$ cat config.mk
export PLATFORM = sky130hd
export DESIGN_NAME = wb_downsizer
export DESIGN_NICKNAME = d
export VERILOG_FILES = /design/src/rtl/wb_downsizer_pkg.sv /design/src/rtl/wb_downsizer_lane_pick.sv /design/src/rtl/wb_downsizer.sv
export SDC_FILE = /design/constraint.sdc
export NUM_CORES = 1
export LEC_CHECK = 0
export CAP_MARGIN = 30
export CORE_MARGIN = 4
export CORE_UTILIZATION = 30
export CTS_CLUSTER_SIZE = 20
export DETAILED_ROUTE_END_ITERATION = 8
export SYNTH_ARGS = -nofsm -noshare
export SYNTH_HDL_FRONTEND = slang
export SYNTH_HIERARCHICAL = 1
export SYNTH_SLANG_ARGS = --single-unit
$ cat constraint.sdc
create_clock -name wb_clk_i -period 5.3 [get_ports wb_clk_i]
set_clock_uncertainty 0.1 [all_clocks]
set_input_delay 1.06 -clock wb_clk_i [delete_from_list [all_inputs] [get_ports wb_clk_i]]
set_output_delay 1.06 -clock wb_clk_i [all_outputs]
set_load 0.01 [all_outputs]
$ cat src/rtl/wb_downsizer_pkg.sv
// Shared Wishbone constants, FSM state type and lane-index sizing helper
// for the wide-to-narrow Wishbone downsizer.
package wb_downsizer_pkg;

    localparam logic [2:0] CTI_CLASSIC = 3'b000;
    localparam logic [2:0] CTI_EOB     = 3'b111;
    localparam logic [1:0] BTE_LINEAR  = 2'b00;

    typedef enum logic [1:0] {
        DS_IDLE,
        DS_ACCESS,
        DS_RESP
    } ds_state_e;

    // Width of a lane index; never zero so ports stay legal.
    function automatic int lane_bits(input int scale);
        return (scale > 1) ? $clog2(scale) : 1;
    endfunction

endpackage

$ cat src/rtl/wb_downsizer_lane_pick.sv
// Lowest-set-bit priority encoder over the pending lane mask.
// Lane 0 (lowest address) wins.
module wb_downsizer_lane_pick
    import wb_downsizer_pkg::*;
#(
    parameter int SCALE = 2,
    parameter int LW    = lane_bits(SCALE)
) (
    input  logic [SCALE-1:0] mask,
    output logic [LW-1:0]    lane,
    output logic             any
);

    always_comb begin
        lane = '0;
        any  = 1'b0;
        for (int k = SCALE - 1; k >= 0; k--) begin
            if (mask[k]) begin
                lane = LW'(k);
                any  = 1'b1;
            end
        end
    end

endmodule

$ cat src/rtl/wb_downsizer.sv
// Wide Wishbone slave to narrow classic Wishbone master width converter.
// One narrow access per selected lane, one wide response per wide access.
module wb_downsizer
    import wb_downsizer_pkg::*;
#(
    parameter int DW_OUT = 32,
    parameter int SCALE  = 2,
    parameter int AW     = 32
) (
    input  logic                       wb_clk_i,
    input  logic                       wb_rst_ni,
    input  logic [AW-1:0]              wbs_adr_i,
    input  logic [DW_OUT*SCALE-1:0]    wbs_dat_i,
    input  logic [DW_OUT*SCALE/8-1:0]  wbs_sel_i,
    input  logic                       wbs_we_i,
    input  logic                       wbs_cyc_i,
    input  logic                       wbs_stb_i,
    input  logic [2:0]                 wbs_cti_i,
    input  logic [1:0]                 wbs_bte_i,
    output logic [DW_OUT*SCALE-1:0]    wbs_dat_o,
    output logic                       wbs_ack_o,
    output logic                       wbs_err_o,
    output logic                       wbs_rty_o,
    output logic [AW-1:0]              wbm_adr_o,
    output logic [DW_OUT-1:0]          wbm_dat_o,
    output logic [DW_OUT/8-1:0]        wbm_sel_o,
    output logic                       wbm_we_o,
    output logic                       wbm_cyc_o,
    output logic                       wbm_stb_o,
    output logic [2:0]                 wbm_cti_o,
    output logic [1:0]                 wbm_bte_o,
    input  logic [DW_OUT-1:0]          wbm_dat_i,
    input  logic                       wbm_ack_i,
    input  logic                       wbm_err_i,
    input  logic                       wbm_rty_i
);

    localparam int DW   = DW_OUT * SCALE;
    localparam int SELN = DW_OUT / 8;
    localparam int SW   = DW / 8;
    localparam int LW   = lane_bits(SCALE);
    localparam int OFS  = $clog2(SELN);
    localparam int LOWN = $clog2(SW);
    localparam logic [AW-1:0] HI_MASK = {AW{1'b1}} << LOWN;

    ds_state_e        state_q;
    logic [AW-1:0]    adr_q;
    logic [DW-1:0]    dat_q;
    logic [SW-1:0]    sel_q;
    logic             we_q;
    logic [SCALE-1:0] mask_q;
    logic [LW-1:0]    lane_q;

    logic [SCALE-1:0] req_mask;
    logic [SCALE-1:0] lane_oh;
    logic [SCALE-1:0] pick_in;
    logic [LW-1:0]    pick_lane;
    logic             pick_any;
    logic [AW-1:0]    src_adr;
    logic [DW-1:0]    src_dat;
    logic [SW-1:0]    src_sel;
    logic [AW-1:0]    nxt_adr;
    logic [DW_OUT-1:0] nxt_dat;
    logic [SELN-1:0]  nxt_sel;
    logic             unused_ok;

    assign unused_ok = ^{wbs_cti_i, wbs_bte_i};
    assign wbm_cti_o = CTI_CLASSIC;
    assign wbm_bte_o = BTE_LINEAR;

    always_comb begin
        req_mask = '0;
        for (int k = 0; k < SCALE; k++) begin
            req_mask[k] = |wbs_sel_i[k*SELN +: SELN];
        end
    end

    assign lane_oh = {{(SCALE-1){1'b0}}, 1'b1} << lane_q;

    // In IDLE the picker looks at the incoming request, otherwise at
    // what remains once the current lane is retired.
    always_comb begin
        if (state_q == DS_IDLE) begin
            pick_in = req_mask;
            src_adr = wbs_adr_i;
            src_dat = wbs_dat_i;
            src_sel = wbs_sel_i;
        end else begin
            pick_in = mask_q & ~lane_oh;
            src_adr = adr_q;
            src_dat = dat_q;
            src_sel = sel_q;
        end
    end

    wb_downsizer_lane_pick #(
        .SCALE (SCALE),
        .LW    (LW)
    ) u_pick (
        .mask (pick_in),
        .lane (pick_lane),
        .any  (pick_any)
    );

    assign nxt_adr = (src_adr & HI_MASK) | (AW'(pick_lane) << OFS);
    assign nxt_dat = src_dat[pick_lane*DW_OUT +: DW_OUT];
    assign nxt_sel = src_sel[pick_lane*SELN +: SELN];

    always_ff @(posedge wb_clk_i) begin
        if (!wb_rst_ni) begin
            state_q   <= DS_IDLE;
            adr_q     <= '0;
            dat_q     <= '0;
            sel_q     <= '0;
            we_q      <= 1'b0;
            mask_q    <= '0;
            lane_q    <= '0;
            wbs_dat_o <= '0;
            wbs_ack_o <= 1'b0;
            wbs_err_o <= 1'b0;
            wbs_rty_o <= 1'b0;
            wbm_adr_o <= '0;
            wbm_dat_o <= '0;
            wbm_sel_o <= '0;
            wbm_we_o  <= 1'b0;
            wbm_cyc_o <= 1'b0;
            wbm_stb_o <= 1'b0;
        end else begin
            wbs_ack_o <= 1'b0;
            wbs_err_o <= 1'b0;
            wbs_rty_o <= 1'b0;
            unique case (state_q)
                DS_IDLE: begin
                    if (wbs_cyc_i && wbs_stb_i) begin
                        adr_q     <= wbs_adr_i;
                        dat_q     <= wbs_dat_i;
                        sel_q     <= wbs_sel_i;
                        we_q      <= wbs_we_i;
                        mask_q    <= req_mask;
                        lane_q    <= pick_lane;
                        wbs_dat_o <= '0;
                        if (pick_any) begin
                            state_q   <= DS_ACCESS;
                            wbm_cyc_o <= 1'b1;
                            wbm_stb_o <= 1'b1;
                            wbm_we_o  <= wbs_we_i;
                            wbm_adr_o <= nxt_adr;
                            wbm_dat_o <= nxt_dat;
                            wbm_sel_o <= nxt_sel;
                        end else begin
                            state_q   <= DS_RESP;
                            wbs_ack_o <= 1'b1;
                        end
                    end
                end
                DS_ACCESS: begin
                    if (!wbs_cyc_i) begin
                        state_q   <= DS_IDLE;
                        wbm_cyc_o <= 1'b0;
                        wbm_stb_o <= 1'b0;
                    end else if (wbm_err_i) begin
                        state_q   <= DS_RESP;
                        wbm_cyc_o <= 1'b0;
                        wbm_stb_o <= 1'b0;
                        wbs_err_o <= 1'b1;
                    end else if (wbm_rty_i) begin
                        state_q   <= DS_RESP;
                        wbm_cyc_o <= 1'b0;
                        wbm_stb_o <= 1'b0;
                        wbs_rty_o <= 1'b1;
                    end else if (wbm_ack_i) begin
                        if (!we_q) begin
                            wbs_dat_o[lane_q*DW_OUT +: DW_OUT] <= wbm_dat_i;
                        end
                        mask_q <= pick_in;
                        lane_q <= pick_lane;
                        if (pick_any) begin
                            wbm_adr_o <= nxt_adr;
                            wbm_dat_o <= nxt_dat;
                            wbm_sel_o <= nxt_sel;
                        end else begin
                            state_q   <= DS_RESP;
                            wbm_cyc_o <= 1'b0;
                            wbm_stb_o <= 1'b0;
                            wbs_ack_o <= 1'b1;
                        end
                    end
                end
                DS_RESP: begin
                    state_q <= DS_IDLE;
                end
                default: begin
                    state_q <= DS_IDLE;
                end
            endcase
        end
    end

endmodule
Word level (Yosys, flattened, before mapping)
Cells that the tools add are included.

Latch bits: 0. RAM bits: 0. ROM bits: 0. Input bits: 149. Register bits: 247. Memories: 0.

Multiplexer cells: 73. Eq/ne operators: 10. Shifts and indexed selects: 5. Multiply operators: 0. Bitwise logic cells: 6. Order comparisons: 0. Add/sub/neg operators: 1. Divide/modulo/power cells: 0. Reduce and logical (&&, ||, !) cells: 13.

Operators by type and width (count): 2-to-1 mux 64 bit (7); 2-to-1 mux 32 bit (13); case mux 32 bit (2 select lines) (2); case mux 64 bit (2 select lines) (1); bitwise mux 64 bit (1); variable shift 32 x 34 -> 64 bit, first input constant (1); variable part select 32 x 34 -> 64 bit (1); variable part select 64 x 7 -> 32 bit (1); negator 6 -> 34 bit (1); OR 32 x 3 -> 32 bit (1); 2-to-1 mux 2 bit (13); 2-to-1 mux 4 bit (6); 2-to-1 mux 1 bit (23); inequality test 2 bit, second input constant (6); OR reduction 4 bit (3); inequality test 5 bit, second input constant (2); AND reduction 3 bit (3); 2-to-1 mux 8 bit (1); case mux 2 bit (2 select lines) (2); case mux 4 bit (2 select lines) (1); variable part select 8 x 4 -> 4 bit (1); AND reduction 7 bit (1); case mux 1 bit (2 select lines) (3); AND reduction 6 bit (1); other kinds (11) (13).

Depth between registers and ports, before layout
Gate-level depths: netlist of run 1.

Word-level depth: 13. Mapped depth: 14. Mapped depth without buffers: 8.

Modules after synthesis
Netlist of run 1, hierarchy kept.

Modules (own cells, without submodules): wb_downsizer (cells each 1170, area each 10239.8 µm², instances 1, sequential area each 4844.6 µm²); wb_downsizer_lane_pick (cells each 2, area each 12.5 µm², instances 1, sequential area each 0.0 µm²).

Least setup slack after synthesis of run 1
OpenSTA, ideal clock, no wires.

Kind: input-to-reg. From: input port wbs_sel_i[0]. To: register wbm_adr_o[28]. Setup time: 88 ps. Arrival: 2795 ps. Cell stages on the path: 9. Slack: 2316 ps. Path through: nor4_1 o21ai_0 or2_1 buf_2 and3b_1 a22o_2 buf_4 buf_4 a311oi_2.

Word-level cells in the longest chain between the ends: 9. Elaborated cells on any way between the ends: 10. Classes of those cells: mux (9); reduce/logical (1).

RTL lines: from (decl) (RTL line wb_downsizer.sv:14) `input logic [DW_OUT*SCALE/8-1:0] wbs_sel_i,`; OR reduction 4 bit * (RTL line wb_downsizer.sv:74) `req_mask[k] = |wbs_sel_i[k*SELN +: SELN];`; 2-to-1 mux 2 bit * (RTL line wb_downsizer.sv:83) `if (state_q == DS_IDLE) begin`; net pick_in[0] (RTL line wb_downsizer.sv:56) `logic [SCALE-1:0] pick_in;`; 2-to-1 mux 1 bit * (RTL line wb_downsizer_lane_pick.sv:18) `if (mask[k]) begin`; net pick_any (RTL line wb_downsizer.sv:58) `logic pick_any;`; 2-to-1 mux 32 bit *; 2-to-1 mux 32 bit (4 in series); case mux 32 bit (2 select lines) *; to (signal assigned) (RTL line wb_downsizer.sv:147) `wbm_adr_o <= nxt_adr;`; to (signal assigned) (RTL line wb_downsizer.sv:178) `wbm_adr_o <= nxt_adr;`; to (decl) (RTL line wb_downsizer.sv:24) `output logic [AW-1:0] wbm_adr_o,`.

Mark *: on every way through the listed nets, which the timed path passes. The rest lies on a longest branch. The select of a mux whose other input is x is not followed. A chain may end at the register's enable or synchronous reset.

Worst setup path after layout of run 1
From: register state_q[0]. To: register wbm_adr_o[31].

Elaborated cells on any way between the ends: 21. Classes of those cells: eq/ne (6); mux (11); bitwise (1); reduce/logical (3).

RTL lines: from (decl) (RTL line wb_downsizer.sv:46) `ds_state_e state_q;`; from (signal assigned) (RTL line wb_downsizer.sv:111) `state_q <= DS_IDLE;`; from (signal assigned) (RTL line wb_downsizer.sv:143) `state_q <= DS_ACCESS;`; from (signal assigned) (RTL line wb_downsizer.sv:151) `state_q <= DS_RESP;`; zero test 2 bit * (RTL line wb_downsizer.sv:83); 2-to-1 mux 2 bit * (RTL line wb_downsizer.sv:83); net pick_in[0] (RTL line wb_downsizer.sv:56); 2-to-1 mux 1 bit * (RTL line wb_downsizer_lane_pick.sv:18); net pick_any (RTL line wb_downsizer.sv:58); 2-to-1 mux 32 bit * (RTL line wb_downsizer.sv:142, wb_downsizer.sv:177); 2-to-1 mux 32 bit (RTL line wb_downsizer.sv:171) `end else if (wbm_ack_i) begin`; 2-to-1 mux 32 bit (RTL line wb_downsizer.sv:166) `end else if (wbm_rty_i) begin`; 2-to-1 mux 32 bit (RTL line wb_downsizer.sv:161) `end else if (wbm_err_i) begin`; 2-to-1 mux 32 bit (RTL line wb_downsizer.sv:157) `if (!wbs_cyc_i) begin`; case mux 32 bit (2 select lines) * (RTL line wb_downsizer.sv:132) `unique case (state_q)`.

Marks and branches as above.

==> results of run 1 <==
[worst max-delay path, stage by stage (launching register included)]
cell and delay (ns):
dfxtp_1 0.56, or2_2 0.70, nand3_1 0.14, o21ai_0 0.19, or2_1 0.41, and3b_1 0.31
a22o_4 0.61, buf_4 0.54, nor2_1 0.07, a311oi_1 0.24
[worst min path at each step]
stage                                 end  slack (ns)  cells after the start
6_report       wbm_dat_o[14]$_SDFFE_PN0P_        0.35                      2
4_1_cts            dat_q[53]$_SDFFE_PN0P_        0.35                      2
3_3_place_gp        dat_q[9]$_SDFFE_PN0P_        0.34                      2
3_5_place_dp   wbs_dat_o[59]$_SDFFE_PN0P_        0.34                      2
5_1_grt            dat_q[53]$_SDFFE_PN0P_        0.37                      2
2_1_floorplan      dat_q[32]$_SDFFE_PN0P_        0.33                      2
[per-layer routing]
metal  GRT usage, %  vias to the layer above  wire (um)
met2           25.0                      247      13900
li1               -                     4414          -
met1           20.0                     4155      12800
met4           4.85                        4        840
met5              0                        -         19
met3           4.40                       47       2620
[sequential cells by signal, summed over array words and instances (netlist names), 2 cells and up]
| name | count |
|---|---|
| adr_q | 29 |
| dat_q | 64 |
| mask_q | 2 |
| sel_q | 8 |
| state_q | 2 |
| wbm_adr_o | 30 |
| wbm_dat_o | 32 |
| wbm_sel_o | 4 |
| wbs_dat_o | 64 |
[logic make-up (layout without fill, tap and decap cells)]
| family | after synthesis | in the layout |
|---|---|---|
| and+or+nand+nor | 532 | 532 |
| DFF | 242 | 242 |
| AOI/OAI and AO/OA | 186 | 186 |
| buffers and inverters | 111 | 346 |
| muxes | 100 | 100 |
| other | 1 | 9 |
[Yosys cell counts (all sizes together) (4+ instances only)]
cell      n  share of area [%]
a311oi   29                3.3
dfxtp   242                 47
mux4     36                7.9
a21oi   145                7.1
buf      52                3.4
inv       4               0.15
clkbuf   55                2.0
nor3      6               0.29
mux2i    64                6.2
o21ai     6               0.29
nand2   405                 15
nand2b    4               0.24
nand3    68                3.3
nor2     38                1.9
[metrics by stage]
step / hold WS, ns / util (%) / setup slack, ns / std cells / total power [mW]
CTS: 0.353 / 42.3 / 1.23 / 1860 / 4.50
global route: 0.368 / 42.4 / 0.908 / 1863 / 4.63
global placement: 0.338 / 39.1 / 0.850 / 1805 / 2.56
finish: 0.350 / 42.4 / 1.31 / 1863 / 4.44
floorplan: 0.333 / - / 2.32 / 1178 / 2.31
detailed placement: 0.345 / 39.6 / 0.833 / 1811 / 2.58
[cell type report]
cell class                 instances  area [sq um]
multi-input combinational        825          4900
fill                            3282         19400
inverter                           4          20.0
timing repair buffer             293          3010
clock inverter                     6          60.1
tap                              448           561
sequential                       242          4840
antenna                            2          5.00
clock buffer                      43           848
[power breakdown]
part	leakage, nW	total (mW)	internal (mW)	switching (mW)
clock network	0.442	1.90	1.14	0.764
logic	2.50	0.599	0.304	0.295
registers	1.97	1.94	1.90	0.0382
total	4.91	4.44	3.34	1.10
==> impl_metrics.csv, run 1 <==
group,metric,value,unit
cells_and_area,drive_above_1_share,8.70,%
global_route,antenna_found_initial,4,
synthesis,synth_ff_type,"dfxtp_1",
global_route,overflow,0,
timing,setup_tns,0,ns
cts,cts_buffer_depth,3,
place,post-dp-hpwl,19500,um
drt,drt-total-wl,30300,um
cts,cts_buffers,29,
cts,cts.htree.levels,1,
cells_and_area,area_growth,39.0,%
die,num_rows,67,
flow_run,maxCapViolations,0,
synthesis,avgSynthCellArea,8.75,sq um
place,gp_congestion,0.736,
critical_path,startpoint_type,"flip-flop",
cts,insertion_delay,0.54,ns
hold_path,min-delay-start,"wbm_dat_o[14]$_SDFFE_PN0P_",
cts,postCtsSetupBuffers,0,
synthesis,syn_area,10300,sq um
cells_and_area,nNetsFinal,1544,
place,port_buffers,276,
synthesis,async_flop_share,0,%
drt,vias,8867,
drt,wl_per_cell,16.2,um
critical_path,timing.critical_path.from,"state_q[0]$_SDFFE_PN0P_",
synthesis,synth_top_family_by_area,"simple AND/OR/NAND/NOR gates",
power,peakVddDrop,0.265,mV
synthesis,yosysWarnings,6,
critical_path,timing.rr.start,"state_q[0]$_SDFFE_PN0P_",
drt,ant_nets,0,
cts,cts_tree,"done",
run_status,status,"finished, final reports clean",
synthesis,synth-adder-area-share,0,%
die,fp.dieArea,37200,sq um
die,fp.dieH,193,um
cells_and_area,final_cell_mix,"405 x nand2_1, 275 x clkdlybuf4s50_1, 242 x dfxtp_1",
critical_path,worstSetupEndpointType,"flip-flop",
synthesis,synth_xor_area_share,0,%
drt,drt_first_iter_violations,447,
power,p_leak,4.91,nW
synthesis,syn-instance-count,1172,
cts,cts.repair.resized,0,
power,power.density,311,nW/um^2
critical_path,crit_fanout,60,
global_route,grt_max_degree,90,
cells_and_area,post-route-cell-area,14200,sq um
critical_path,cp.arrival,4.33,ns
cts,cts.clk_slew.worst_paths,0.06,ns
timing,relSlewSlack,46.8,%
timing,setup_viol,0,
drt,drc,0,
die,core_area,33600,sq um
timing,finalCriticalPeriod,3.99,ns
timing,rsz0062_at_grt,"no",
critical_path,crit_end,"wbm_adr_o[31]$_SDFFE_PN0P_",
critical_path,ff2ff_setup_slack,1.31,ns
synthesis,ys_types,35,
synthesis,synth-edff-count,0,
timing,maxSlewViolCount,0,
timing,fmax,0.251,GHz
drt,first_pass_iters,5,
place,place_area,13300,sq um
critical_path,cp.required,5.64,ns
critical_path,crit_type,"reg2reg",
global_route,grt_pass1_vias,8374,
timing,hold_viol,0,
timing,tightest_slew,0.798,ns
die,initial_core_util,30.5,%
die,die_w,193,um
cells_and_area,final_common_cell,"nand2_1",
global_route,grt_usage,15.4,%
synthesis,muxShareOfSynthArea,14.2,%
global_route,grt_pass1_wl,46400,um
die,pin_count,292,
synthesis,synth_compound_area_share,11.4,%
cts,cts_sinks,242,
synthesis,yosysSeqAreaShare,47.3,%
cts,cts_hold_buf,0,
critical_path,rr_worst_depth,9,
synthesis,ys_seq_elements,242,
drt,routed_via_density,4.76,
cts,root_buffer,"clkbuf_16",
synthesis,synthSimpleGateAreaFrac,21.6,%
timing,min_period_over_period,75.3,%
hold_path,hp-class,"reg2reg",
critical_path,r2r-end,"wbm_adr_o[31]$_SDFFE_PN0P_",
Note: power is estimated with default switching activity, not from simulation.
==> inputs of run 2 (changes only) <==
==> constraint.sdc (replaced) <==
create_clock -name wb_clk_i -period 3.2 [get_ports wb_clk_i]
set_clock_uncertainty 0.1 [all_clocks]
set_input_delay 0.64 -clock wb_clk_i [delete_from_list [all_inputs] [get_ports wb_clk_i]]
set_output_delay 0.64 -clock wb_clk_i [all_outputs]
set_load 0.01 [all_outputs]
==> run 2 against run 1 <==
Clock power rose by 67%; cell count rose by 0.64%; global-route usage grew 0.15 points; sequential cell count unchanged; critical path type is now in2reg; critical endpoint is now wbm_adr_o[10]$_SDFFE_PN0P_.
==> impl_metrics.csv, run 2 (synthesis results as in run 1) <==
group,metric,value,unit
global_route,grt_max_degree,133,
cts,cts_sinks,242,
run_status,status,"finished, final reports clean",
critical_path,ff2ff_setup_slack,0.64,ns
place,place_area,13500,sq um
critical_path,rr_worst_depth,8,
global_route,grt_usage,15.6,%
cts,root_buffer,"clkbuf_16",
critical_path,cp_slowest_cell,"clkdlybuf4s50_1",
critical_path,cp_top_family,"simple AND/OR/NAND/NOR gates",
place,place_ws,-0.0405,ns
critical_path,critPathMaxStageDelay,0.46,ns
die,pin_count,292,
cells_and_area,drive_above_1_share,9.68,%
hold_path,min-delay-start,"dat_q[19]$_SDFFE_PN0P_",
critical_path,r2r-end,"wbm_adr_o[10]$_SDFFE_PN0P_",
timing,setup_slack,0.521,ns
global_route,antenna_found_initial,3,
cts,cts_hold_buf,0,
place,port_buffers,276,
critical_path,timing.rr.start,"state_q[0]$_SDFFE_PN0P_",
power,power.density,515,nW/um^2
critical_path,cp.depth,9,
power,p_leak,4.99,nW
timing,tightest_slew,0.746,ns
die,initial_core_util,30.5,%
timing,hold_viol,0,
cells_and_area,final_common_cell,"nand2_1",
cts,cts.clk_slew.worst_paths,0.06,ns
timing,rsz0062_at_grt,"no",
cells_and_area,top_regs,"dat_q x64, wbs_dat_o x64, wbm_dat_o x32",
cts,insertion_delay,0.53,ns
die,core_area,33600,sq um
drt,highest_layer,"met5",
drt,routed_via_density,4.78,
timing,finalCriticalPeriod,2.68,ns
die,die_w,193,um
cells_and_area,stdcell_count,1875,
critical_path,worstPathCellList,"clkdlybuf4s50_1 -> nor4_1 -> buf_4 -> o21ai_0 -> or2_1 -> and3b_1 -> a22o_4 -> buf_12 -> a311oi_1",
timing,maxSlewViolCount,0,
cts,cts_tree,"done",
critical_path,worst-path-buf-inv,3,
cts,postCtsSetupBuffers,0,
timing,relSlewSlack,50.2,%
die,fp.dieH,193,um
cells_and_area,post-route-cell-area,14400,sq um
hold_path,hp-class,"reg2reg",
drt,vias,8970,
drt,first_pass_iters,5,
critical_path,worstSetupEndpointType,"flip-flop",
drt,met2_length,14100,um
drt,ant_nets,0,
critical_path,startpoint_type,"input port",
flow_run,maxCapViolations,0,
drt,drc,0,
cts,cts_buffer_depth,3,
critical_path,crit_end,"wbm_adr_o[10]$_SDFFE_PN0P_",
place,post-dp-hpwl,20100,um
place,place.detailed.instances,1826,
global_route,grt_pass1_vias,8538,
drt,met1_length,13300,um
critical_path,timing.critical_path.from,"wbs_sel_i[0]",
critical_path,crit_fanout,37,
place,gp_congestion,0.753,
cells_and_area,fin_util,42.8,%
timing,setup_viol,0,
cells_and_area,final_cell_mix,"405 x nand2_1, 275 x clkdlybuf4s50_1, 242 x dfxtp_1",
drt,wl_met3,2400,um
cts,cts.repair.resized,0,
drt,wl_per_cell,16.3,um
drt,drt-total-wl,30600,um
global_route,overflow,0,
critical_path,cp.required,3.54,ns
timing,min_period_over_period,83.7,%
cells_and_area,nNetsFinal,1557,
timing,fmax,0.373,GHz
die,num_rows,67,
cts,cts_buffers,28,
global_route,grt_pass1_wl,46900,um
critical_path,cp.arrival,3.02,ns
die,fp.dieArea,37200,sq um
power,peakVddDrop,0.335,mV
drt,drt_first_iter_violations,405,
cts,cts.htree.levels,1,
cells_and_area,area_growth,40.2,%
critical_path,crit_type,"in2reg",
[run 2: cell types whose count changed in the layout (fill, tap and decap cells not counted), sizes merged]
cell      previous run  this run
buf                 18        32
clkbuf              43        42
clkinv               3         4
clkinvlp             2         1
diode                2         1
[run 2: metal layers]
layer	global-route usage [%]	vias to the layer above
met5	0	-
met4	4.25	4
met3	3.87	42
met2	24.9	239
met1	21.1	4250
li1	-	4435
[run 2: layout make-up]
cell class / instances / area [sq um]
antenna: 1 / 2.50
multi-input combinational: 825 / 4900
timing repair buffer: 307 / 3130
inverter: 4 / 20.0
sequential: 242 / 4840
fill: 3320 / 19200
tap: 448 / 561
clock inverter: 6 / 61.3
clock buffer: 42 / 855
[run 2: worst min-delay path by stage]
stage          slack (ns)                      to  cells past startpoint
3_3_place_gp         0.34   dat_q[9]$_SDFFE_PN0P_                      2
3_5_place_dp         0.35  dat_q[42]$_SDFFE_PN0P_                      2
6_report             0.35  dat_q[19]$_SDFFE_PN0P_                      2
4_1_cts              0.35  dat_q[42]$_SDFFE_PN0P_                      2
2_1_floorplan        0.33  dat_q[32]$_SDFFE_PN0P_                      2
5_1_grt              0.37  dat_q[48]$_SDFFE_PN0P_                      2
[run 2: report_power, final]
| part | internal [mW] | switching, mW |
|---|---|---|
| registers | 3.14 | 0.0671 |
| clock network | 1.91 | 1.27 |
| logic | 0.523 | 0.494 |
[run 2: worst reg2reg max path, delay by kind of cell, from the launching register on]
family / cells / cell delay, ns
simple gates: 4 / 1.14
compound gates: 3 / 0.62
flops: 1 / 0.43
buf+inv: 1 / 0.18
[run 2: through the flow]
stage / hold WS [ns] / power, mW / setup TNS (ns)
2_1_floorplan: 0.333 / 3.82 / 0
3_3_place_gp: 0.338 / 4.29 / -3.26
3_5_place_dp: 0.345 / 4.30 / -0.843
4_1_cts: 0.352 / 7.52 / 0
5_1_grt: 0.366 / 7.73 / 0
6_report: 0.351 / 7.40 / 0
==> inputs of run 3 (changes only) <==
==> constraint.sdc (replaced) <==
create_clock -name wb_clk_i -period 2.5 [get_ports wb_clk_i]
set_clock_uncertainty 0.1 [all_clocks]
set_input_delay 0.5 -clock wb_clk_i [delete_from_list [all_inputs] [get_ports wb_clk_i]]
set_output_delay 0.5 -clock wb_clk_i [all_outputs]
set_load 0.01 [all_outputs]
==> run 3 against run 2 <==
Total power rose by 26%; count of clock-buffer cells in the layout did not move; worst setup slack got worse by 0.41 ns; critical endpoint is now wbm_adr_o[8]$_SDFFE_PN0P_.
==> impl_metrics.csv, run 3 (synthesis results as in run 1) <==
group,metric,value,unit
critical_path,crit_fanout,35,
place,post-dp-hpwl,20900,um
cts,cts.htree.levels,1,
cells_and_area,drive_above_1_share,10.6,%
die,die_w,193,um
timing,whs,0.337,ns
cts,cts_sinks,242,
global_route,grt_pass1_vias,8805,
timing,tightest_slew,0.528,ns
cells_and_area,multi_input_area,4910,sq um
cells_and_area,top_regs,"dat_q x64, wbs_dat_o x64, wbm_dat_o x32",
cts,cts_tree,"done",
cells_and_area,final_common_cell,"nand2_1",
cts,cts_hold_buf,0,
hold_path,hp-class,"in2reg",
place,port_buffers,276,
die,num_rows,67,
global_route,grt_usage,15.8,%
timing,hold_viol,0,
cells_and_area,fin_util,43.4,%
cells_and_area,final_cell_mix,"405 x nand2_1, 275 x clkdlybuf4s50_1, 242 x dfxtp_1",
timing,finalCriticalPeriod,2.38,ns
timing,setup_tns,0,ns
cells_and_area,regArea,4840,sq um
timing,fmax,0.419,GHz
critical_path,crit_type,"in2reg",
global_route,grt_max_degree,133,
timing,rsz0062_at_grt,"no",
cts,cts_buffer_depth,3,
critical_path,rr_worst_depth,8,
power,power,9.34,mW
die,initial_core_util,30.5,%
drt,vias,9036,
place,gp_congestion,0.758,
drt,first_pass_iters,5,
drt,routed_via_density,4.77,
cts,cts_buffers,27,
power,p_leak,5.09,nW
timing,min_period_over_period,95.4,%
cells_and_area,nNetsFinal,1575,
timing,setup_viol,0,
critical_path,startpoint_type,"input port",
cts,insertion_delay,0.52,ns
die,fp.dieH,193,um
die,core_area,33600,sq um
timing,setup_slack,0.115,ns
cts,cts.clk_slew.worst_paths,0.06,ns
drt,ant_nets,0,
global_route,antenna_found_initial,3,
flow_run,maxCapViolations,0,
timing,maxSlewViolCount,0,
critical_path,cp.required,2.83,ns
power,power.density,641,nW/um^2
cells_and_area,area_growth,42.1,%
run_status,status,"finished, final reports clean",
drt,drt_first_iter_violations,341,
cts,root_buffer,"clkbuf_16",
critical_path,cp.arrival,2.72,ns
critical_path,worstSetupEndpointType,"flip-flop",
die,pin_count,292,
drt,drc,0,
die,fp.dieArea,37200,sq um
cells_and_area,nFillCells,3304,
hold_path,min_path_cells,3,
global_route,overflow,0,
drt,wl_per_cell,16.2,um
drt,drt-total-wl,30600,um
power,peakVddDrop,0.563,mV
global_route,grt_pass1_wl,47700,um
place,place_ws,-0.510,ns
timing,relSlewSlack,64.8,%
==> run 3: worst paths after layout <==
check / slack [ns] / startpoint / to
min reg2reg: 0.35 / dat_q[15]$_SDFFE_PN0P_ / dat_q[15]$_SDFFE_PN0P_
max reg2reg: 0.35 / state_q[0]$_SDFFE_PN0P_ / wbm_adr_o[8]$_SDFFE_PN0P_
max: 0.12 / wbs_sel_i[1] / wbm_adr_o[8]$_SDFFE_PN0P_
min: 0.34 / wb_rst_ni / state_q[0]$_SDFFE_PN0P_
==> run 3: per-layer routing <==
metal / GRT usage, % / part of all wire, %
met1: 20.1 / 41
met2: 26.1 / 49
met3: 4.21 / 7.3
met4: 4.77 / 2.7
met5: 0 / 0.072
==> run 3: repair_timing <==
| action | in CTS | in global routing |
|---|---|---|
| buffers inserted | 0 | 0 |
| hold endpoints to repair | 0 | 0 |
| endpoints found under the setup margin | 0 | 19 |
| resized for setup | 0 | 2 |
==> run 3: worst max-delay path: stages <==
cell	delay, ns
clkdlybuf4s50_1	0.47
nor4_2	0.29
buf_4	0.15
o21ai_1	0.07
or2_1	0.26
and3b_2	0.24
a22o_4	0.30
buf_12	0.19
a311oi_1	0.22
==> run 3: layout make-up <==
type	instances	share of cell area [%]
timing repair buffer	326	23.1
multi-input combinational	825	33.7
clock inverter	4	0.481
clock buffer	42	5.37
inverter	4	0.137
antenna	3	0.0515
tap	448	3.85
sequential	242	33.2
==> run 3: report_power, final <==
part           switching (mW)  internal, mW
clock network            1.55          2.33
registers              0.0842          4.02
logic                   0.647         0.711
==> run 3: per-stage QoR <==
stage               cells  area, sq um
finish               1894        14600
floorplan            1178        10300
detailed placement   1845        13700
global route         1892        14600
CTS                  1891        14600
global placement     1845        13700
